`src/rtl/pipeline_hazard_ctrl_pkg.sv`:
```
// ============================================================================
// pipeline_hazard_ctrl_pkg : shared state encodings and hazard helper
// Rev 1.0
// ============================================================================
`default_nettype none

package pipeline_hazard_ctrl_pkg;

    localparam int REG_ADDR_W = 5;

    typedef enum logic [1:0] {
        HZ_RUN      = 2'd0,
        HZ_MEM_WAIT = 2'd1,
        HZ_ABORT    = 2'd2
    } hz_state_e;

    // x0 is hard-wired to zero, so a load targeting it can never feed a consumer.
    function automatic logic load_use_hazard(
        input logic                  ex_load,
        input logic [REG_ADDR_W-1:0] ex_rd,
        input logic [REG_ADDR_W-1:0] rs1,
        input logic [REG_ADDR_W-1:0] rs2,
        input logic                  use_rs1,
        input logic                  use_rs2
    );
        return ex_load && (ex_rd != '0) &&
               ((use_rs1 && (rs1 == ex_rd)) || (use_rs2 && (rs2 == ex_rd)));
    endfunction

endpackage

`default_nettype wire

```
`src/rtl/pipeline_hazard_ctrl_if.sv`:
```
// ============================================================================
// pipeline_hazard_ctrl_if : hazard inputs from the pipe, stall/flush controls back
// Rev 1.0
// ============================================================================
`default_nettype none

interface pipeline_hazard_ctrl_if
    import pipeline_hazard_ctrl_pkg::*;
#(
    parameter int CNT_W = 16
);
    logic [REG_ADDR_W-1:0] id_rs1;
    logic [REG_ADDR_W-1:0] id_rs2;
    logic                  id_use_rs1;
    logic                  id_use_rs2;
    logic                  ex_rd_en_mem;
    logic [REG_ADDR_W-1:0] ex_ir_rst;
    logic                  ex_jmp_bit;
    logic                  mem_req;
    logic                  mem_ack;

    logic                  pc_hold;
    logic                  stall_if_id;
    logic                  stall_id_ex;
    logic                  stall_ex_mem;
    logic                  flush_if_id;
    logic                  flush_id_ex;
    logic                  flush_mem_wb;
    logic                  bus_err;
    logic [CNT_W-1:0]      stall_cnt;

    modport master (
        output id_rs1, id_rs2, id_use_rs1, id_use_rs2, ex_rd_en_mem, ex_ir_rst,
               ex_jmp_bit, mem_req, mem_ack,
        input  pc_hold, stall_if_id, stall_id_ex, stall_ex_mem, flush_if_id,
               flush_id_ex, flush_mem_wb, bus_err, stall_cnt
    );

    modport slave (
        input  id_rs1, id_rs2, id_use_rs1, id_use_rs2, ex_rd_en_mem, ex_ir_rst,
               ex_jmp_bit, mem_req, mem_ack,
        output pc_hold, stall_if_id, stall_id_ex, stall_ex_mem, flush_if_id,
               flush_id_ex, flush_mem_wb, bus_err, stall_cnt
    );

endinterface

`default_nettype wire

```
`src/rtl/pipeline_hazard_ctrl_stall_counter.sv`:
```
// ============================================================================
// pipeline_hazard_ctrl_stall_counter : saturating stalled-cycle counter
// Rev 1.0
// ============================================================================
`default_nettype none

module pipeline_hazard_ctrl_stall_counter #(
    parameter int CNT_W = 16
) (
    input  logic             i_Clk,
    input  logic             i_Rst,
    input  logic             inc,
    output logic [CNT_W-1:0] count
);

    always_ff @(posedge i_Clk) begin
        if (i_Rst) begin
            count <= '0;
        end else if (inc && (count != '1)) begin
            count <= count + 1'b1;
        end
    end

endmodule

`default_nettype wire

```
`src/rtl/pipeline_hazard_ctrl.sv`:
```
// ============================================================================
// pipeline_hazard_ctrl : stall/flush sequencer for the 5-stage pipeline
// Rev 1.0
// ============================================================================
`default_nettype none

module pipeline_hazard_ctrl
    import pipeline_hazard_ctrl_pkg::*;
#(
    parameter int MEM_TIMEOUT = 64,
    parameter int CNT_W       = 16
) (
    input  logic                 i_Clk,
    input  logic                 i_Rst,
    pipeline_hazard_ctrl_if.slave bus
);

    localparam int TO_W = $clog2(MEM_TIMEOUT);
    localparam logic [TO_W-1:0] TO_LAST = TO_W'(MEM_TIMEOUT - 1);

    hz_state_e       state;
    hz_state_e       state_nxt;
    logic [TO_W-1:0] to_cnt;
    logic [TO_W-1:0] to_cnt_nxt;

    logic mem_stall;
    logic abort;
    logic load_use;
    logic pc_hold;
    logic stall_if_id;
    logic stall_id_ex;
    logic stall_ex_mem;
    logic flush_if_id;
    logic flush_id_ex;
    logic flush_mem_wb;
    logic bus_err;
    logic [CNT_W-1:0] stall_cnt;

    always_ff @(posedge i_Clk) begin
        if (i_Rst) begin
            state  <= HZ_RUN;
            to_cnt <= '0;
        end else begin
            state  <= state_nxt;
            to_cnt <= to_cnt_nxt;
        end
    end

    always_comb begin
        state_nxt    = state;
        to_cnt_nxt   = '0;
        mem_stall    = 1'b0;
        abort        = 1'b0;
        pc_hold      = 1'b0;
        stall_if_id  = 1'b0;
        stall_id_ex  = 1'b0;
        stall_ex_mem = 1'b0;
        flush_if_id  = 1'b0;
        flush_id_ex  = 1'b0;
        flush_mem_wb = 1'b0;
        bus_err      = 1'b0;
        load_use     = load_use_hazard(bus.ex_rd_en_mem, bus.ex_ir_rst, bus.id_rs1,
                                       bus.id_rs2, bus.id_use_rs1, bus.id_use_rs2);

        case (state)
            HZ_RUN: begin
                if (bus.mem_req && !bus.mem_ack) begin
                    state_nxt = HZ_MEM_WAIT;
                    mem_stall = 1'b1;
                end
            end
            HZ_MEM_WAIT: begin
                if (bus.mem_ack) begin
                    state_nxt = HZ_RUN;
                end else begin
                    mem_stall = 1'b1;
                    if (to_cnt == TO_LAST) begin
                        state_nxt = HZ_ABORT;
                    end else begin
                        to_cnt_nxt = to_cnt + 1'b1;
                    end
                end
            end
            HZ_ABORT: begin
                state_nxt = HZ_RUN;
                abort     = 1'b1;
            end
            default: begin
                state_nxt = HZ_RUN;
            end
        endcase

        // A stalled EX/MEM keeps a resolved jump in EX, so its flush lands on the ack cycle.
        if (i_Rst) begin
            pc_hold = 1'b0;
        end else if (mem_stall) begin
            pc_hold      = 1'b1;
            stall_if_id  = 1'b1;
            stall_id_ex  = 1'b1;
            stall_ex_mem = 1'b1;
            flush_mem_wb = 1'b1;
        end else if (abort) begin
            bus_err      = 1'b1;
            flush_mem_wb = 1'b1;
        end else if (bus.ex_jmp_bit) begin
            flush_if_id = 1'b1;
            flush_id_ex = 1'b1;
        end else if (load_use) begin
            pc_hold     = 1'b1;
            stall_if_id = 1'b1;
            flush_id_ex = 1'b1;
        end
    end

    pipeline_hazard_ctrl_stall_counter #(
        .CNT_W (CNT_W)
    ) u_stall_counter (
        .i_Clk (i_Clk),
        .i_Rst (i_Rst),
        .inc   (pc_hold),
        .count (stall_cnt)
    );

    assign bus.pc_hold      = pc_hold;
    assign bus.stall_if_id  = stall_if_id;
    assign bus.stall_id_ex  = stall_id_ex;
    assign bus.stall_ex_mem = stall_ex_mem;
    assign bus.flush_if_id  = flush_if_id;
    assign bus.flush_id_ex  = flush_id_ex;
    assign bus.flush_mem_wb = flush_mem_wb;
    assign bus.bus_err      = bus_err;
    assign bus.stall_cnt    = stall_cnt;

endmodule

`default_nettype wire

```
`src/flat_wrapper.sv`:
```
// flat-port wrapper written by rule: the top's interface ports become plain ports
module pipeline_hazard_ctrl_flat import pipeline_hazard_ctrl_pkg::*;
#(
    parameter int MEM_TIMEOUT = 64,
    parameter int CNT_W       = 16
)
  (i_Clk, i_Rst, bus_id_rs1, bus_id_rs2, bus_id_use_rs1, bus_id_use_rs2, bus_ex_rd_en_mem, bus_ex_ir_rst, bus_ex_jmp_bit, bus_mem_req, bus_mem_ack, bus_pc_hold, bus_stall_if_id, bus_stall_id_ex, bus_stall_ex_mem, bus_flush_if_id, bus_flush_id_ex, bus_flush_mem_wb, bus_bus_err, bus_stall_cnt);
  pipeline_hazard_ctrl_if #(.CNT_W(CNT_W)) bus_i ();
  input  logic i_Clk;
  input  logic i_Rst;
  input wire logic [$bits(bus_i.id_rs1)-1:0] bus_id_rs1;
  input wire logic [$bits(bus_i.id_rs2)-1:0] bus_id_rs2;
  input wire logic [$bits(bus_i.id_use_rs1)-1:0] bus_id_use_rs1;
  input wire logic [$bits(bus_i.id_use_rs2)-1:0] bus_id_use_rs2;
  input wire logic [$bits(bus_i.ex_rd_en_mem)-1:0] bus_ex_rd_en_mem;
  input wire logic [$bits(bus_i.ex_ir_rst)-1:0] bus_ex_ir_rst;
  input wire logic [$bits(bus_i.ex_jmp_bit)-1:0] bus_ex_jmp_bit;
  input wire logic [$bits(bus_i.mem_req)-1:0] bus_mem_req;
  input wire logic [$bits(bus_i.mem_ack)-1:0] bus_mem_ack;
  output wire logic [$bits(bus_i.pc_hold)-1:0] bus_pc_hold;
  output wire logic [$bits(bus_i.stall_if_id)-1:0] bus_stall_if_id;
  output wire logic [$bits(bus_i.stall_id_ex)-1:0] bus_stall_id_ex;
  output wire logic [$bits(bus_i.stall_ex_mem)-1:0] bus_stall_ex_mem;
  output wire logic [$bits(bus_i.flush_if_id)-1:0] bus_flush_if_id;
  output wire logic [$bits(bus_i.flush_id_ex)-1:0] bus_flush_id_ex;
  output wire logic [$bits(bus_i.flush_mem_wb)-1:0] bus_flush_mem_wb;
  output wire logic [$bits(bus_i.bus_err)-1:0] bus_bus_err;
  output wire logic [$bits(bus_i.stall_cnt)-1:0] bus_stall_cnt;
  assign bus_i.id_rs1 = bus_id_rs1;
  assign bus_i.id_rs2 = bus_id_rs2;
  assign bus_i.id_use_rs1 = bus_id_use_rs1;
  assign bus_i.id_use_rs2 = bus_id_use_rs2;
  assign bus_i.ex_rd_en_mem = bus_ex_rd_en_mem;
  assign bus_i.ex_ir_rst = bus_ex_ir_rst;
  assign bus_i.ex_jmp_bit = bus_ex_jmp_bit;
  assign bus_i.mem_req = bus_mem_req;
  assign bus_i.mem_ack = bus_mem_ack;
  assign bus_pc_hold = bus_i.pc_hold;
  assign bus_stall_if_id = bus_i.stall_if_id;
  assign bus_stall_id_ex = bus_i.stall_id_ex;
  assign bus_stall_ex_mem = bus_i.stall_ex_mem;
  assign bus_flush_if_id = bus_i.flush_if_id;
  assign bus_flush_id_ex = bus_i.flush_id_ex;
  assign bus_flush_mem_wb = bus_i.flush_mem_wb;
  assign bus_bus_err = bus_i.bus_err;
  assign bus_stall_cnt = bus_i.stall_cnt;
  pipeline_hazard_ctrl #(.MEM_TIMEOUT(MEM_TIMEOUT), .CNT_W(CNT_W)) u_core (.i_Clk(i_Clk), .i_Rst(i_Rst), .bus(bus_i));
endmodule
```
`config.mk`:
```
export PLATFORM = sky130hd
export DESIGN_NAME = pipeline_hazard_ctrl_flat
export DESIGN_NICKNAME = d
export VERILOG_FILES = /design/src/rtl/pipeline_hazard_ctrl_pkg.sv /design/src/rtl/pipeline_hazard_ctrl_if.sv /design/src/rtl/pipeline_hazard_ctrl_stall_counter.sv /design/src/rtl/pipeline_hazard_ctrl.sv /design/src/flat_wrapper.sv
export SDC_FILE = /design/constraint.sdc
export NUM_CORES = 1
export LEC_CHECK = 0
export BUFFER_PORTS_ARGS = -buffer_cell sky130_fd_sc_hd__buf_2
export CAP_MARGIN = 5
export CORE_MARGIN = 2
export CORE_UTILIZATION = 55
export CTS_BUF_LIST = sky130_fd_sc_hd__clkbuf_8
export CTS_CLUSTER_DIAMETER = 100
export CTS_CLUSTER_SIZE = 12
export DETAILED_ROUTE_END_ITERATION = 16
export MAX_ROUTING_LAYER = met4
export PLACE_DENSITY = 0.87
export SETUP_SLACK_MARGIN = 0.05
export SLEW_MARGIN = 20
export SYNTH_ARGS = -nofsm -noshare
export SYNTH_HDL_FRONTEND = slang
export SYNTH_HIERARCHICAL = 1
export SYNTH_SLANG_ARGS = --single-unit
```
`constraint.sdc`:
```
create_clock -name i_Clk -period 5.8 [get_ports i_Clk]
set_input_delay 0 -clock i_Clk [delete_from_list [all_inputs] [get_ports i_Clk]]
set_output_delay 0 -clock i_Clk [all_outputs]
set_load 0.03 [all_outputs]
```
# ---- Word-level counts from Yosys, hierarchy flattened
# Cells that the tools add are included.
# Widths: inputs -> output; s select.
dict set report classes {
  add_sub_neg 2
  eq_ne 8
  muxes 28
  bitwise_logic 1
  n_reduce_logical 12
}
# operator n
set op_table {}
lappend op_table {{$mux 1} 23}
lappend op_table {{$add 16x1->16 const B} 1}
lappend op_table {{$ne 16x16->1 const B} 1}
lappend op_table {{$eq 5x5->1} 2}
lappend op_table {{$add 6x1->6 const B} 1}
lappend op_table {{$eq 6x6->1 const B} 1}
lappend op_table {{$logic_and 1x1->1} 6}
lappend op_table {{$mux 2} 3}
lappend op_table {{$reduce_bool 5->1} 1}
lappend op_table {{$pmux 2 s2} 1}
lappend op_table {{$reduce_or 4->1} 1}
lappend op_table {{$ne 3x2->1 const B} 1}
lappend op_table {{$eq 2x1->1 const B} 1}
lappend op_table {{$eq 2x2->1 const B} 1}
lappend op_table {{$logic_not 2->1} 1}
lappend op_table {{$ne 2x1->1 const B} 1}
lappend op_table {{$pmux 1 s2} 1}
lappend op_table {{$reduce_and 2->1} 1}
lappend op_table {{$logic_not 1->1} 1}
lappend op_table {{$logic_or 1x1->1} 1}
lappend op_table {{$not 1->1} 1}
dict set report totals {
  register_bits 24
  inputBits 23
  out_inout_bits 24
  elab_cells 54
}

# ---- Logic depth before layout (Yosys ltp)
# Gate-level depths: netlist of the first run.
dict set report depth {
  depth_word 10
  ltp_mapped 8
}

# ---- Modules after synthesis
# The synthesis of the first run kept the hierarchy.
# mod n_inst cells_per_inst area_per_inst_um2 seq_area_each_um2
set by_module_without_submodules {}
lappend by_module_without_submodules {pipeline_hazard_ctrl_stall_counter 1 99 848.3 320.3}
lappend by_module_without_submodules {pipeline_hazard_ctrl 1 60 509.2 160.2}

# ---- Least setup slack after synthesis of the first run
# OpenSTA, ideal clock, no wires.
dict set report synth_path {
  path_kind {reg2reg}
  from {reg u_core.state[0]}
  to {reg u_core.u_stall_counter.count[9]}
  setup_time_ns 0.070
  arrival_ns 2.589
  t_required_ns 5.730
  path_slack_ns 3.140
  stages_incl_launch_ff 8
  path_buffers 1
  period_less_slack_ns 2.660
  path_cell_list {dfxtp_1 -> nand2b_1 -> or4b_1 -> o21ai_1 -> nand2_1 -> clkbuf_1 -> or4_1 -> a21oi_1}
}
dict set report synth_via {
  elab_chain_cells 6
  word_cells_on_any_way 9
  classes_between {eq/ne (2); mux (5); reduce/logical (2)}
}
# item line
set synth_rtl {}
lappend synth_rtl {{start, declared} pipeline_hazard_ctrl.sv:21} ;# hz_state_e state;
lappend synth_rtl {{start signal, assigned} pipeline_hazard_ctrl.sv:44} ;# state <= state_nxt;
lappend synth_rtl {{$eq 2x2->1} pipeline_hazard_ctrl.sv:65} ;# case (state)
lappend synth_rtl {{$mux 1} pipeline_hazard_ctrl.sv:65}
lappend synth_rtl {{$mux 1} pipeline_hazard_ctrl.sv:102} ;# end else if (abort) begin
lappend synth_rtl {{$mux 1 *} pipeline_hazard_ctrl.sv:96} ;# end else if (mem_stall) begin
lappend synth_rtl {{$mux 1 *} pipeline_hazard_ctrl.sv:94} ;# if (i_Rst) begin
lappend synth_rtl {{named net bus_pc_hold} flat_wrapper.sv:20} ;# output wire logic [$bits(bus_i.pc_hold)-1:0] bus_pc_hold;
lappend synth_rtl {{$logic_and 1x1->1 *} pipeline_hazard_ctrl_stall_counter.sv:19} ;# end else if (inc && (count != '1)) begin
lappend synth_rtl {{end signal, assigned} pipeline_hazard_ctrl_stall_counter.sv:20} ;# count <= count + 1'b1;
lappend synth_rtl {{end, declared} pipeline_hazard_ctrl_stall_counter.sv:13} ;# output logic [CNT_W-1:0] count
# The timed path passes the listed nets; every way through them passes the cells marked *.
# A chain may end at the register's enable or synchronous reset.

# ---- Worst setup path in the final report of the first run
dict set report layout_path {
  from {reg u_core.state[0]}
  to {reg u_core.u_stall_counter.count[11]}
}
dict set report layout_via {
  elab_chain_cells 6
  word_cells_on_any_way 9
  classes_between {eq/ne (2); mux (5); reduce/logical (2)}
}
# item line
set layout_rtl {}
lappend layout_rtl {{$eq 2x2->1} pipeline_hazard_ctrl.sv:65}
lappend layout_rtl {{$mux 1} pipeline_hazard_ctrl.sv:65}
lappend layout_rtl {{$mux 1} pipeline_hazard_ctrl.sv:102}
lappend layout_rtl {{$mux 1 *} pipeline_hazard_ctrl.sv:96}
lappend layout_rtl {{$mux 1 *} pipeline_hazard_ctrl.sv:94}
lappend layout_rtl {{$logic_and 1x1->1 *} pipeline_hazard_ctrl_stall_counter.sv:19}
# Mark *: on every way between the ends. The rest lies on a longest branch, timed or not.

==> flow_summary.yaml, run 1 <==
placed_design:
  gp_congestion: 0.817
  placed_cell_area_mm2: 0.00159
  post-dp-hpwl_mm: 2.41
  io_buffers: 46
  placedCellCount: 229
sta:
  setup_viol: 0
  relSlewSlack: 0.475
  tns_ns: 0
  maxSlewViolCount: 0
  max_freq_ghz: 0.373
  timing.hold.ws_ns: 0.0847
  hold_viol: 0
  period_needed_ns: 2.68
  period_share: 0.462
  rsz0062_at_grt: "no"
  worst_pin_slew_ns: 0.781
  fin_skew_ns: 0.00335
hold_path:
  hold_class: "in2reg"
die:
  initial_core_util: 0.563
  die_area_mm2: 0.00288
  coreArea_mm2: 0.00241
  die-width_um: 53.7
  die_y_um: 53.7
  rows: 18
  ioPinCount: 47
synthesis:
  ys_dominant_reg_cell: "dfxtp_1"
  synth_most_common_cell: "dfxtp_1"
  synth_top_cell_by_area: "dfxtp_1"
  yosys-top-cells-count: "dfxtp_1 (24), nor2_1 (14), a21oi_1 (11), xor2_1 (9)"
  synth_nets: 184
  synth-edff-count: 0
  ys_top_cells_by_area: "dfxtp_1 (35%), xor2_1 (5.8%), xnor2_1 (4.5%), or4_1 (4.4%), a21oi_1 (4.1%)"
  netlist_area_mm2: 0.00136
  yosys.area.top_type_share: 0.354
  yosysWarnings: 6
  synthArstFlopShare: 0
  synth.ff_latch_count: 24
  syn_inst: 159
  ys_types: 41
  synth.avg_cell_area_um2: 8.54
  yosysSeqAreaShare: 0.354
grt:
  grt_overflow_total: 0
  grt_use_total: 0.252
  grt_max_degree: 23
  grt_antenna_before_repair: 0
  grt_pass1_wl_mm: 5.21
  first_global_vias: 1291
status:
  status: "completed"
cells_and_area:
  final_layout_size_suffix_gt1_frac: 0.276
  final_area_mm2: 0.00167
  final_cells: 233
  final_nets: 229
  multiInputGateArea_um2: 816
  area_growth_pct: 22.7
  n_antenna_cell: 0
  fillers: 193
  regArea_um2: 480
power_and_ir_drop:
  p_total_mw: 0.350
  leakage_nw: 0.712
  powerDensity_mw_per_mm2: 210
  irDropWorstVdd_uv: 149
clock_tree:
  insertion_delay_ns: 0.27
  holdBufCountCts: 0
  cts_root_buf: "clkbuf_8"
  cts_tree: "done"
  cts.sinks: 24
  post_cts_resized: 0
  cts_buffers: 3
  clk_pin_slew_ns: 0.09
  clockBufferDepth: 2
  cts_max_level: 1
  cts_setup_buffers: 0
routing:
  viasPerCell: 5.85
  drc_errors: 0
  antenna_left: 0
  wirelength_mm: 3.21
  wl_per_cell_um: 13.8
  vias: 1362
  drt_iter0_markers: 26
  dr.pass1.iters: 4
critical_path:
  critPathMaxFanout: 11
  start_kind: "flop"
  cp.required_ns: 5.97
  critPathCaptureType: "flop"
  crit_type: "reg2reg"
  arrival_ns: 2.84
flow_run:
  max_cap_violations: 0
## where the power goes
| group | total (mW) | switching [mW] | internal (mW) | leakage [nW] |
|---|---|---|---|---|
| sequential | 0.167 | 0.00118 | 0.166 | 0.194 |
| combinational | 0.0356 | 0.0218 | 0.0138 | 0.482 |
| clock | 0.148 | 0.0556 | 0.0923 | 0.0357 |
| total | 0.350 | 0.0785 | 0.272 | 0.712 |
## per-layer routing
layer | part of all wire | up-vias | GRT usage
li1 | - | 673 | -
met1 | 0.40 | 642 | 0.230
met2 | 0.54 | 36 | 0.490
met3 | 0.036 | 11 | 0.0444
met4 | 0.022 | 0 | 0.128
met5 | 0 | - | -
## layout make-up
cell class,instances,share of cell area
Multi-Input combinational cell,121,0.490
Sequential cell,24,0.289
Timing Repair Buffer,46,0.138
Clock buffer,3,0.0248
Tap cell,30,0.0225
Clock inverter,1,0.0180
Inverter,8,0.0180
## critical path, cell delays in order (launching register included)
cell	delay, ns
dfxtp_1	0.40
nand2b_1	0.19
or4b_1	0.44
o21ai_1	0.43
nand2_1	0.33
nor4bb_1	0.40
mux2_2	0.38
## kinds of logic after synthesis
kind of cell,synth area share
and+or+nand+nor,0.320
adders and majority gates,0.0184
AOI/OAI and AO/OA,0.144
DFF,0.354
buffers and inverters,0.0452
xor gates and xnor gates,0.103
muxes,0.0157
## worst paths after layout
check                                     endpoint        startpoint  slack [ns]  depth (start not counted)
hold reg to reg                   u_core/to_cnt[0]  u_core/to_cnt[0]        0.46                          1
setup reg to reg  u_core/u_stall_counter/count[11]   u_core/state[0]        3.12                          6
hold / removal                     u_core/state[1]       bus_mem_ack        0.08                          3
setup / recovery  u_core/u_stall_counter/count[11]   u_core/state[0]        3.12                          6
## state kept, by name (all words and copies together) (netlist names)
name / flops
u_core/state: 2
u_core/to_cnt: 6
u_core/u_stall_counter/count: 16
## metrics by stage
| step | setup WS, ns | utilization |
|---|---|---|
| after floorplan | 3.14 | - |
| after global placement | 3.34 | 0.661 |
| after detailed placement | 3.16 | 0.661 |
| after CTS | 3.15 | 0.691 |
| after global routing | 2.86 | 0.691 |
| final | 3.12 | 0.691 |
## placed cells by master, fill, tap and decap left out, types with 8 or more instances in the layout
cell | Yosys | final
a21oi_1 | 11 | 11
buf_2 | 1 | 46
dfxtp_1 | 24 | 24
inv_1 | 8 | 8
nor2_1 | 14 | 14
or4_1 | 8 | 8
xor2_1 | 9 | 9
Power figures use the tool's default switching activity.
==> inputs of run 2 (changes only) <==
Settings changed: CORE_UTILIZATION 55 to 51, PLACE_DENSITY 0.87 to 0.81.
Clock period 5.8 ns to 2.71 ns, I/O delays scaled along.
==> flow_summary.yaml, run 2 (synthesis results as in run 1) <==
clock_tree:
  cts_tree: "done"
  holdBufCountCts: 0
  cts_max_level: 1
  insertion_delay_ns: 0.27
  cts_root_buf: "clkbuf_8"
  cts_buffers: 3
  post_cts_resized: 0
  cts_setup_buffers: 0
  clockBufferDepth: 2
  clk_pin_slew_ns: 0.09
  cts.sinks: 24
sta:
  period_share: 0.854
  tns_ns: 0
  hold_viol: 0
  setup_viol: 0
  rsz0062_at_grt: "no"
  fin_skew_ns: 0.00383
  maxSlewViolCount: 0
  relSlewSlack: 0.556
  max_freq_ghz: 0.432
  worst_pin_slew_ns: 0.658
  period_needed_ns: 2.31
cells_and_area:
  largest_register_ffs: 16
  final_nets: 231
  final_cell_mix: "buf_2 (46), dfxtp_1 (24), nor2_1 (14)"
  final_cells: 235
  reg.largest.list: "u_core/u_stall_counter/count x16, u_core/to_cnt x6, u_core/state x2"
  final_layout_size_suffix_gt1_frac: 0.283
  final_area_mm2: 0.00168
  area_growth_pct: 23.8
  n_antenna_cell: 0
  largest_register: "u_core/u_stall_counter/count"
  layout_commonest_cell: "buf_2"
grt:
  grt_pass1_wl_mm: 5.48
  first_global_vias: 1340
  grt_overflow_total: 0
  grt_antenna_before_repair: 0
  grt_max_degree: 23
  grt_use_total: 0.223
critical_path:
  critPathMaxFanout: 11
  slowest_stage: "or4b_1"
  crit_type: "reg2reg"
  cpPeakStageDelay_ns: 0.44
  start_kind: "flop"
  critPathCaptureType: "flop"
  crit_chain: "nand2b_1 -> or4b_1 -> o21ai_1 -> nand2_1 -> nor4bb_1 -> mux2_2"
  arrival_ns: 2.47
  cpLargestDelayFamily: "simple AND/OR/NAND/NOR gates"
  cp.required_ns: 2.87
  path_buf_inv: 0
placed_design:
  io_buffers: 46
  placed_cell_area_mm2: 0.00161
  gp_congestion: 0.738
  post-dp-hpwl_mm: 2.46
  placedCellCount: 231
routing:
  vias: 1383
  wl_per_cell_um: 13.4
  antenna_left: 0
  viasPerCell: 5.89
  drt_iter0_markers: 55
  dr.pass1.iters: 5
  wirelength_mm: 3.15
  drc_errors: 0
hold_path:
  hold_class: "in2reg"
power_and_ir_drop:
  p_comb_frac: 0.102
  p_int_mw: 0.582
  switching_share: 0.217
  p_clk_frac: 0.418
  irDropWorstVdd_uv: 296
  p_sw_mw: 0.162
  leakage_nw: 0.722
  powerDensity_mw_per_mm2: 443
  seq_power_share: 0.480
status:
  status: "completed"
die:
  die_y_um: 55.6
  die-width_um: 55.6
  coreArea_mm2: 0.00250
  ioPinCount: 47
  die_area_mm2: 0.00309
  initial_core_util: 0.543
  rows: 18
flow_run:
  max_cap_violations: 0
==> run 2: cell type report <==
type | count | area, um^2
Clock inverter | 1 | 30.0
Tap cell | 30 | 37.5
Clock buffer | 3 | 41.3
Sequential cell | 24 | 480
Fill cell | 218 | 820
Timing Repair Buffer | 48 | 245
Multi-Input combinational cell | 121 | 816
Inverter | 8 | 30.0
==> run 2: metrics by stage <==
| stage | utilization | hold slack [ns] | power [mW] | worst slack, ns |
|---|---|---|---|---|
| 2_1_floorplan | - | 0.112 | 0.409 | 0.0502 |
| 3_3_place_gp | 0.644 | 0.345 | 0.438 | 0.514 |
| 3_5_place_dp | 0.644 | 0.366 | 0.441 | 0.416 |
| 4_1_cts | 0.672 | 0.0768 | 0.752 | 0.404 |
| 5_1_grt | 0.672 | 0.104 | 0.774 | 0.271 |
| 6_report | 0.672 | 0.0890 | 0.744 | 0.396 |
==> run 2: power groups by stage <==
stage / Combinational, mW / Clock (mW) / Sequential (mW)
after global placement: 0.0730 / 0 / 0.365
after CTS: 0.0763 / 0.318 / 0.357
final: 0.0762 / 0.311 / 0.357
after floorplan: 0.0422 / 0 / 0.367
after detailed placement: 0.0758 / 0 / 0.365
after global routing: 0.0836 / 0.333 / 0.358
==> run 2: metal layers <==
layer	vias up	GRT usage	share of wire
met2	45	0.371	0.52
met1	644	0.251	0.41
met4	0	0.129	0.028
met3	11	0.0395	0.039
met5	-	-	0
li1	683	-	-
==> run 2: final timing paths <==
kind	from	to	slack [ns]	cells past startpoint
setup reg to reg	u_core/state[0]	u_core/u_stall_counter/count[11]	0.40	6
setup / recovery	u_core/state[0]	u_core/u_stall_counter/count[11]	0.40	6
hold / removal	bus_mem_ack	u_core/state[1]	0.09	3
hold reg to reg	u_core/to_cnt[0]	u_core/to_cnt[0]	0.45	1
==> run 2: worst register-to-register path, delay by kind of cell, from the launching register on <==
| family | cells | cell delay [ns] |
|---|---|---|
| mux | 1 | 0.37 |
| flops | 1 | 0.41 |
| compound gates | 1 | 0.21 |
| simple gates | 4 | 1.23 |
==> inputs of run 3 (changes only) <==
Settings changed: ABC_AREA set to 1, CORE_UTILIZATION 51 to 53, PLACE_DENSITY 0.81 to 0.82.
==> flow_summary.yaml, run 3 <==
status:
  status: "completed"
cells_and_area:
  n_antenna_cell: 0
  largest_register: "u_core/u_stall_counter/count"
  final_area_mm2: 0.00187
  final_cells: 340
  largest_register_ffs: 16
  reg.largest.list: "u_core/u_stall_counter/count x16, u_core/to_cnt x6, u_core/state x2"
  final_nets: 335
  regArea_um2: 480
  fillers: 262
  area_growth_pct: 20.8
  utilization: 0.679
  multiInputGateArea_um2: 906
  final_cell_mix: "nand2_1 (81), nor2_1 (53), buf_2 (46)"
  final_layout_size_suffix_gt1_frac: 0.246
  layout_commonest_cell: "nand2_1"
placed_design:
  post-place-ws_ns: 0.786
  placed_cell_area_mm2: 0.00179
  post-dp-hpwl_mm: 2.56
  placedCellCount: 335
  io_buffers: 46
  gp_congestion: 0.911
synthesis:
  yosysSeqAreaShare: 0.310
  yosys.area.top_type_share: 0.310
  synth_most_common_cell: "nand2_1"
  synth.ff_latch_count: 24
  synth.avg_cell_area_um2: 5.91
  synth_top_cell_by_area: "dfxtp_1"
  synthArstFlopShare: 0
  netlist_area_mm2: 0.00155
  yosysWarnings: 6
  ys_top_cells_by_area: "dfxtp_1 (31%), nand2_1 (20%), nor2_1 (13%), inv_1 (7.0%), nand3_1 (6.5%)"
  ys_dominant_reg_cell: "dfxtp_1"
  synth-edff-count: 0
  yosys-top-cells-count: "nand2_1 (81), nor2_1 (53), inv_1 (29), dfxtp_1 (24), nand3_1 (20)"
  synth_nets: 287
  syn_inst: 262
  ys_types: 23
power_and_ir_drop:
  leakage_nw: 0.952
  p_int_mw: 0.591
  p_clk_frac: 0.404
  p_total_mw: 0.774
  irDropWorstVdd_uv: 396
  seq_power_share: 0.464
  p_sw_mw: 0.183
  p_comb_frac: 0.133
  switching_share: 0.237
  powerDensity_mw_per_mm2: 413
critical_path:
  cpPeakStageDelay_ns: 0.34
  cpLargestDelayFamily: "simple AND/OR/NAND/NOR gates"
  arrival_ns: 2.15
  cp.required_ns: 2.87
  critPathCaptureType: "flop"
  startpoint: "u_core/state[0]"
  path_common_cell: "nor2_1"
  crit_type: "reg2reg"
  slowest_stage: "dfxtp_1"
  regToRegEndpoint: "u_core/u_stall_counter/count[14]"
  critPathMaxFanout: 10
  cp.depth: 13
  rr_startpoint: "u_core/state[0]"
  critPathCapture: "u_core/u_stall_counter/count[14]"
  regToRegSetupSlack_ns: 0.72
  start_kind: "flop"
  crit_chain: "nor2_1 -> nand3_1 -> nand2_1 -> inv_2 -> nor2_1 -> o21bai_1 -> nand2_1 -> inv_1 -> nand3_1 -> nor2_1 -> nand3_1 -> nand2_1 -> nor2_1"
  ff2ff_path_depth: 13
  path_buf_inv: 2
die:
  ioPinCount: 47
  die_y_um: 58.1
  coreArea_mm2: 0.00276
  rows: 19
  initial_core_util: 0.562
  die-width_um: 58.1
  die_area_mm2: 0.00337
routing:
  antenna_left: 0
  dr.pass1.iters: 4
  vias: 1696
  viasPerCell: 4.99
  drc_errors: 0
  wl_per_cell_um: 9.62
  drt_iter0_markers: 83
  wirelength_mm: 3.27
sta:
  rsz0062_at_grt: "no"
  fin_skew_ns: 0.00633
  max_freq_ghz: 0.504
  fin_ws_ns: 0.724
  hold_viol: 0
  tns_ns: 0
  maxSlewViolCount: 0
  setup_viol: 0
  relSlewSlack: 0.614
  timing.hold.ws_ns: 0.0317
  worst_pin_slew_ns: 0.578
  period_needed_ns: 1.99
  period_share: 0.733
grt:
  grt_antenna_before_repair: 0
  first_global_vias: 1424
  grt_pass1_wl_mm: 5.78
  grt_overflow_total: 0
  grt_use_total: 0.222
  grt_max_degree: 17
clock_tree:
  cts.sinks: 24
  holdBufCountCts: 1
  insertion_delay_ns: 0.26
  clk_pin_slew_ns: 0.09
  cts_setup_buffers: 0
  cts_max_level: 1
  cts_buffers: 3
  cts_root_buf: "clkbuf_8"
  cts_tree: "done"
  post_cts_resized: 0
  clockBufferDepth: 2
hold_path:
  whs_path_depth: 3
  hold_class: "in2reg"
flow_run:
  max_cap_violations: 0
[run 3: changes by cell type after synthesis, sizes merged, moves of 6 or more]
cell | before | now
o31ai | 7 | 0
o21ai | 8 | 2
xor2 | 9 | 2
nand3 | 7 | 20
inv | 8 | 36
nand2 | 8 | 84
or4 | 8 | 0
nor2 | 14 | 68
xnor2 | 7 | 0
[run 3: per-layer routing]
layer	share of wire	routed length [um]	up-vias	track usage
met5	0	0	-	-
met3	0.053	174	2	0.0290
met1	0.46	1510	748	0.272
met2	0.48	1570	53	0.381
met4	0.0040	13	0	0.0598
li1	-	-	893	-
[run 3: logic make-up (layout without fill, tap and decap cells)]
group / after synthesis / after routing / share of synthesized area
xor+xnor: 2 / 2 / 0.0113
flops: 24 / 24 / 0.310
compound gates: 13 / 13 / 0.0436
buf+inv: 40 / 87 / 0.105
simple gates: 181 / 181 / 0.514
fa+ha+maj: 2 / 2 / 0.0162
[run 3: layout make-up]
type | count | share of cell area
Clock buffer | 3 | 0.0221
Clock inverter | 1 | 0.0160
Inverter | 36 | 0.0722
Multi-Input combinational cell | 198 | 0.484
Sequential cell | 24 | 0.257
Tap cell | 31 | 0.0207
Timing Repair Buffer | 47 | 0.128
[run 3: power groups by stage]
| stage | combinational, mW | clock (mW) | sequential, mW |
|---|---|---|---|
| final | 0.103 | 0.312 | 0.359 |
| after global routing | 0.117 | 0.334 | 0.360 |
| after CTS | 0.103 | 0.319 | 0.359 |
| after detailed placement | 0.101 | 0 | 0.367 |
| after global placement | 0.100 | 0 | 0.367 |
| after floorplan | 0.0647 | 0 | 0.371 |
[run 3: worst min-delay path by stage]
| stage | start | endpoint |
|---|---|---|
| after global routing | bus_mem_req | u_core/state[0] |
| after CTS | bus_mem_req | u_core/state[0] |
| final | bus_mem_req | u_core/state[0] |
| after detailed placement | i_Rst | u_core/state[1] |
| after floorplan | i_Rst | u_core/state[1] |
| after global placement | i_Rst | u_core/state[1] |
[run 3: worst min-delay path, delay by kind of cell]
| family | cells | cell delay [ns] |
|---|---|---|
| compound gates | 1 | 0.06 |
| buf+inv | 1 | 0.09 |
| simple gates | 1 | 0.10 |
